[src/rtl/pulse_train_gen_if.sv]
// Pulse-train generator bus: per-channel start/stop requests, packed
// configuration fields and the generated waveform/status outputs.
// Optional PULSE_TRAIN_POL_EN adds a per-channel polarity input.
//   master : drives start, stop, mode, high_len, low_len, pulse_cnt (+polarity)
//   slave  : drives signal, busy, done
interface pulse_train_gen_if #(
   parameter int unsigned CHANNELS = 4,
   parameter int unsigned CNT_W    = 8
);
   logic [CHANNELS-1:0]       start;
   logic [CHANNELS-1:0]       stop;
   logic [CHANNELS-1:0]       mode;
   logic [CHANNELS*CNT_W-1:0] high_len;
   logic [CHANNELS*CNT_W-1:0] low_len;
   logic [CHANNELS*CNT_W-1:0] pulse_cnt;
`ifdef PULSE_TRAIN_POL_EN
   logic [CHANNELS-1:0]       polarity;
`endif
   logic [CHANNELS-1:0]       signal;
   logic [CHANNELS-1:0]       busy;
   logic [CHANNELS-1:0]       done;

`ifdef PULSE_TRAIN_POL_EN
   modport master (output start, stop, mode, high_len, low_len, pulse_cnt, polarity,
                   input  signal, busy, done);
   modport slave  (input  start, stop, mode, high_len, low_len, pulse_cnt, polarity,
                   output signal, busy, done);
`else
   modport master (output start, stop, mode, high_len, low_len, pulse_cnt,
                   input  signal, busy, done);
   modport slave  (input  start, stop, mode, high_len, low_len, pulse_cnt,
                   output signal, busy, done);
`endif
endinterface

[src/rtl/pulse_train_gen.sv]
// Multi-channel programmable pulse-train generator. Each channel runs its own
// IDLE/HIGH/LOW machine producing bursts (mode=0) or continuous trains (mode=1).
// Configuration is latched at start; all outputs are registered.
// Ports:
//   clock   : rising-edge clock
//   reset_n : asynchronous active-low reset
//   bus     : pulse_train_gen_if.slave (start/stop/config in, signal/busy/done out)
// Optional feature macro: PULSE_TRAIN_POL_EN (per-channel output polarity).
module pulse_train_gen #(
   parameter int unsigned CHANNELS = 4,
   parameter int unsigned CNT_W    = 8
) (
   input logic               clock,
   input logic               reset_n,
   pulse_train_gen_if.slave  bus
);

   typedef enum logic [1:0] {
      ST_IDLE = 2'd0,
      ST_HIGH = 2'd1,
      ST_LOW  = 2'd2
   } state_e;

   for (genvar g = 0; g < CHANNELS; g++) begin : g_ch
      state_e           state_q;
      logic [CNT_W-1:0] phase_q;   // cycles left in current phase, minus one
      logic [CNT_W-1:0] pulses_q;  // pulses left after the current one (burst)
      logic [CNT_W-1:0] high_q;
      logic [CNT_W-1:0] low_q;
      logic             mode_q;
      logic             pol_q;
      logic             signal_q;
      logic             busy_q;
      logic             done_q;

      logic [CNT_W-1:0] high_in;
      logic [CNT_W-1:0] low_in;
      logic [CNT_W-1:0] cnt_in;
      logic             pol_in;
      logic             start_ok;

      assign high_in = bus.high_len[g*CNT_W +: CNT_W];
      assign low_in  = bus.low_len[g*CNT_W +: CNT_W];
      assign cnt_in  = bus.pulse_cnt[g*CNT_W +: CNT_W];
`ifdef PULSE_TRAIN_POL_EN
      assign pol_in  = bus.polarity[g];
`else
      assign pol_in  = 1'b0;
`endif

      // Zero-length or zero-count requests are dropped; stop beats start.
      assign start_ok = bus.start[g] && !bus.stop[g] && (high_in != '0) &&
                        (bus.mode[g] || (cnt_in != '0));

      // Channel FSM with registered outputs; idle level follows latched polarity.
      always_ff @(posedge clock or negedge reset_n) begin
         if (!reset_n) begin
            state_q  <= ST_IDLE;
            phase_q  <= '0;
            pulses_q <= '0;
            high_q   <= '0;
            low_q    <= '0;
            mode_q   <= 1'b0;
            pol_q    <= 1'b0;
            signal_q <= 1'b0;
            busy_q   <= 1'b0;
            done_q   <= 1'b0;
         end else begin
            done_q <= 1'b0;
            case (state_q)
               ST_IDLE: begin
                  if (start_ok) begin
                     high_q   <= high_in;
                     low_q    <= low_in;
                     mode_q   <= bus.mode[g];
                     pol_q    <= pol_in;
                     phase_q  <= high_in - CNT_W'(1);
                     pulses_q <= cnt_in - CNT_W'(1);
                     state_q  <= ST_HIGH;
                     signal_q <= ~pol_in;
                     busy_q   <= 1'b1;
                  end
               end
               ST_HIGH: begin
                  if (phase_q == '0) begin
                     // Completion takes priority over a coincident stop.
                     if (!mode_q && (pulses_q == '0)) begin
                        state_q  <= ST_IDLE;
                        signal_q <= pol_q;
                        busy_q   <= 1'b0;
                        done_q   <= 1'b1;
                     end else if (bus.stop[g]) begin
                        state_q  <= ST_IDLE;
                        signal_q <= pol_q;
                        busy_q   <= 1'b0;
                     end else begin
                        if (!mode_q) pulses_q <= pulses_q - CNT_W'(1);
                        if (low_q == '0) begin
                           phase_q <= high_q - CNT_W'(1);
                        end else begin
                           state_q  <= ST_LOW;
                           phase_q  <= low_q - CNT_W'(1);
                           signal_q <= pol_q;
                        end
                     end
                  end else if (bus.stop[g]) begin
                     state_q  <= ST_IDLE;
                     signal_q <= pol_q;
                     busy_q   <= 1'b0;
                  end else begin
                     phase_q <= phase_q - CNT_W'(1);
                  end
               end
               ST_LOW: begin
                  if (bus.stop[g]) begin
                     state_q  <= ST_IDLE;
                     signal_q <= pol_q;
                     busy_q   <= 1'b0;
                  end else if (phase_q == '0) begin
                     state_q  <= ST_HIGH;
                     phase_q  <= high_q - CNT_W'(1);
                     signal_q <= ~pol_q;
                  end else begin
                     phase_q <= phase_q - CNT_W'(1);
                  end
               end
               default: begin
                  state_q  <= ST_IDLE;
                  signal_q <= 1'b0;
                  busy_q   <= 1'b0;
               end
            endcase
         end
      end

      assign bus.signal[g] = signal_q;
      assign bus.busy[g]   = busy_q;
      assign bus.done[g]   = done_q;
   end

endmodule

[src/flat_wrapper.sv]
// flat-port wrapper written by rule: the top's interface ports become plain ports
module pulse_train_gen_flat 
#(
   parameter int unsigned CHANNELS = 4,
   parameter int unsigned CNT_W    = 8
)
  (clock, reset_n, bus_start, bus_stop, bus_mode, bus_high_len, bus_low_len, bus_pulse_cnt, bus_signal, bus_busy, bus_done);
  pulse_train_gen_if #(.CHANNELS(CHANNELS), .CNT_W(CNT_W)) bus_i ();
  input logic clock;
  input logic reset_n;
  input wire logic [$bits(bus_i.start)-1:0] bus_start;
  input wire logic [$bits(bus_i.stop)-1:0] bus_stop;
  input wire logic [$bits(bus_i.mode)-1:0] bus_mode;
  input wire logic [$bits(bus_i.high_len)-1:0] bus_high_len;
  input wire logic [$bits(bus_i.low_len)-1:0] bus_low_len;
  input wire logic [$bits(bus_i.pulse_cnt)-1:0] bus_pulse_cnt;
  output wire logic [$bits(bus_i.signal)-1:0] bus_signal;
  output wire logic [$bits(bus_i.busy)-1:0] bus_busy;
  output wire logic [$bits(bus_i.done)-1:0] bus_done;
  assign bus_i.start = bus_start;
  assign bus_i.stop = bus_stop;
  assign bus_i.mode = bus_mode;
  assign bus_i.high_len = bus_high_len;
  assign bus_i.low_len = bus_low_len;
  assign bus_i.pulse_cnt = bus_pulse_cnt;
  assign bus_signal = bus_i.signal;
  assign bus_busy = bus_i.busy;
  assign bus_done = bus_i.done;
  pulse_train_gen #(.CHANNELS(CHANNELS), .CNT_W(CNT_W)) u_core (.clock(clock), .reset_n(reset_n), .bus(bus_i));
endmodule
[config.mk]
export PLATFORM = sky130hd
export DESIGN_NAME = pulse_train_gen_flat
export DESIGN_NICKNAME = d
export VERILOG_FILES = /design/src/rtl/pulse_train_gen_if.sv /design/src/rtl/pulse_train_gen.sv /design/src/flat_wrapper.sv
export SDC_FILE = /design/constraint.sdc
export NUM_CORES = 1
export LEC_CHECK = 0
export ABC_CLOCK_PERIOD_IN_PS = 4380
export BUFFER_PORTS_ARGS = -buffer_cell sky130_fd_sc_hd__buf_2
export CAP_MARGIN = 10
export CORE_MARGIN = 4
export CORE_UTILIZATION = 50
export DETAILED_ROUTE_END_ITERATION = 8
export GPL_TIMING_DRIVEN = 0
export PLACE_DENSITY = 0.7
export SKIP_LAST_GASP = 1
export SLEW_MARGIN = 20
export SYNTH_ARGS = -nofsm -noshare
export SYNTH_HDL_FRONTEND = slang
export SYNTH_SLANG_ARGS = --single-unit
[constraint.sdc]
create_clock -name clock -period 4.38 [get_ports clock]
set_input_delay 0.876 -clock clock [delete_from_list [all_inputs] [get_ports clock]]
set_output_delay 0.876 -clock clock [all_outputs]
set_load 0.05 [all_outputs]
==> out/qor.csv <==
stage;metric;value;unit
sta;report.final.setup_viol;0;
synth;synth_warnings;0;
synth;synth_top_area_share;0.341;
route;vias;10200;
floorplan;fp.coreArea;21900;sq um
placed_design;dp_cells;1685;
floorplan;rows;54;
route;drc;0;
global_route;grt_pass1_vias;9419;
cells_and_area;finalNonFillerCells;1717;
setup_path;crit_start;u_core.g_ch[2].state_q[1];
global_route;antenna_found_initial;0;
synth;syn_inst;1283;
route;drt_iter0_drc;800;
setup_path;endpoint_kind;flop;
setup_path;path_cells;inv_1 > ha_1 > clkbuf_1 > clkbuf_1 > clkbuf_1 > buf_1 > mux2i_1 > ha_1 > o21ai_0 > or2_2 > nand2_1 > a21oi_1 > a311oi_1;
clocking;clk_latency;0.43;ns
outcome;status;complete, no violations;
clocking;cts_buffers;17;
global_route;track_usage;0.226;
floorplan;die_area;24700;sq um
power_and_ir_drop;ir_drop;0.319;mV
power_and_ir_drop;p_leak;5.37;nW
global_route;grt_max_degree;78;
clocking;cts_sinks;152;
sta;finalCritPeriodShare;0.869;
synth;synth_area;11100;sq um
run;maxCapViolCount;0;
clocking;cts_tree;built;
synth;netlist_top_cells_count;dfrtp_1 (152), nand2_1 (110), nor2_1 (110);
floorplan;ios;122;
placed_design;globalplace.congestion;0.918;
sta;holdWs;0.397;ns
clocking;hold_buffers;0;
setup_path;crit_fanout;10;
clocking;cts_max_level;4;
clocking;cts_resized;0;
sta;slew_headroom;0.336;
synth;yosysMostFrequentCell;dfrtp_1;
synth;synth_top_area_cell;dfrtp_1;
setup_path;crit_top_cell;clkbuf_1;
setup_path;crit_path_top_delay_cell;buf_1;
sta;slew_violations;0;
sta;tightest_slew;0.990;ns
setup_path;ff2ff_path_depth;13;
synth;yosys-top-cells-area;dfrtp_1 (34%), mux2_2 (7.3%), ha_1 (5.4%), nand2_1 (3.7%), nor2_1 (3.7%);
sta;fin_crit;3.81;ns
setup_path;rrSetupSlack;0.57;ns
cells_and_area;n_antenna_cell;0;
synth;synthArstFlopShare;1.00;
synth;ys.flop_type;dfrtp_1;
route;routedWlPerCell;16.2;um
setup_path;cp.arrival;4.13;ns
route;detail-route-antenna-nets;0;
clocking;cts_setup_buffers;0;
cells_and_area;syn_to_final_growth;14.1;%
route;drtPass1Iterations;6;
placed_design;hpwl;21300;um
synth;ys_seq_area_frac;0.341;
sta;clock_skew;0.0155;ns
setup_path;r2r-start;u_core.g_ch[2].state_q[1];
synth;synth_seq_cells;152;
global_route;grt_pass1_wl;46100;um
synth;synth.distinct_cells;79;
setup_path;cp_top_family;buffers and inverters;
clocking;clock-root-buffer;clkbuf_16;
setup_path;critical_path_required;4.71;ns
sta;fmax;0.263;GHz
synth;syn-num-nets;1441;
floorplan;start_util;0.509;
sta;grt_setup_unrepaired;false;
clocking;clk_pin_slew;0.06;ns
floorplan;die_y;157;um
cells_and_area;drive_gt1_frac;0.190;
sta;finalSetupTns;0;ns
setup_path;slowest_delay;0.44;ns
hold_path;hold_class;input port to async pin;
global_route;grt_overflow;0;
route;wl;27800;um
cells_and_area;fin_nets;1582;
synth;syn_avg_cell_area;8.69;sq um
route;viasPerCell;5.92;
floorplan;dieWidth;157;um
setup_path;cp-start-kind;flop;
setup_path;reg2reg_to;u_core.g_ch[2].pulses_q[6];
synth;synth-edff-count;0;
placed_design;place.port_buffers;121;
setup_path;critPathKind;flop to flop;
sta;finalHoldViolations;0;
clocking;clockBufferDepth;2;
setup_path;path_buf_inv;5;
power_and_ir_drop;power.density;682;nW/um^2
cells_and_area;nFillCells;1981;
==> power by group <==
| part | switching [mW] | leakage, nW | total (mW) | internal [mW] |
|---|---|---|---|---|
| clock network | 0.619 | 0.276 | 1.43 | 0.816 |
| logic | 2.44 | 3.28 | 4.38 | 1.94 |
| registers | 0.786 | 1.82 | 2.86 | 2.08 |
==> flip-flops by register name, indices dropped and copies added (netlist names) <==
name	flops
u_core.g_ch.busy_q	4
u_core.g_ch.low_q	32
u_core.g_ch.pulses_q	32
u_core.g_ch.signal_q	4
u_core.g_ch.state_q	8
u_core.g_ch.high_q	32
u_core.g_ch.done_q	4
u_core.g_ch.phase_q	32
u_core.g_ch.mode_q	4
==> how the worst max path moves through the flow <==
stage	to	slack [ns]	depth (start not counted)
floorplan	u_core.g_ch[2].pulses_q[6]	1.32	12
global placement	u_core.g_ch[3].state_q[0]	0.03	1
detailed placement	u_core.g_ch[2].pulses_q[6]	0.61	13
CTS	u_core.g_ch[2].pulses_q[6]	0.58	13
global route	u_core.g_ch[2].pulses_q[6]	0.22	13
finish	u_core.g_ch[2].pulses_q[6]	0.57	13
==> layout by cell type (no fill, tap or decap), types with 16 or more instances in the layout <==
master,Yosys,routed
nor3_1,57,57
nand3_1,30,30
buf_2,5,125
o21ai_0,78,78
mux2i_1,21,21
ha_1,48,48
or3_1,20,20
inv_1,65,65
a21oi_1,77,77
mux2_2,72,72
dfrtp_1,152,152
or4_1,19,19
clkbuf_1,41,41
xor2_1,43,43
nand2_1,110,110
xnor2_1,44,44
nor2_1,110,110
nor3b_1,17,17
o31ai_1,16,16
a31oi_1,17,17
nor4_1,20,19
clkbuf_16,0,17
==> area by class of cell <==
class | count | area [sq um] | share of cell area
clock inverters | 13 | 120 | 0.00944
plain buffers | 63 | 303 | 0.0238
inverters | 65 | 244 | 0.0192
clock buffers | 19 | 453 | 0.0356
flip-flops and latches | 152 | 3800 | 0.299
multi-input cells | 1003 | 6800 | 0.535
well taps | 280 | 350 | 0.0275
repair buffers | 122 | 643 | 0.0506
==> logic make-up (layout without fill, tap and decap cells) <==
family,Yosys count,after routing,synth area share
buf+inv,128,282,0.0491
fa+ha+maj,48,48,0.0539
mux,93,93,0.0916
compound gates,320,320,0.189
flops,152,152,0.341
xor+xnor,87,87,0.0684
simple gates,455,455,0.207
==> metrics by stage <==
stage | worst slack (ns) | power [mW] | cell area, sq um | utilization
final | 0.574 | 8.67 | 12700 | 0.581
after global routing | 0.222 | 9.43 | 12700 | 0.581
after CTS | 0.580 | 8.69 | 12700 | 0.581
after detailed placement | 0.605 | 7.20 | 12100 | 0.555
after global placement | 0.0337 | 7.09 | 12100 | 0.553
after floorplan | 1.32 | 6.08 | 11100 | -
==> per-layer routing <==
layer	track usage	routed length, um
met1	0.324	13000
met2	0.361	12800
met3	0.0346	1720
met4	0.0553	301
met5	0	0
No activity file was read; power rests on OpenSTA's default activity.
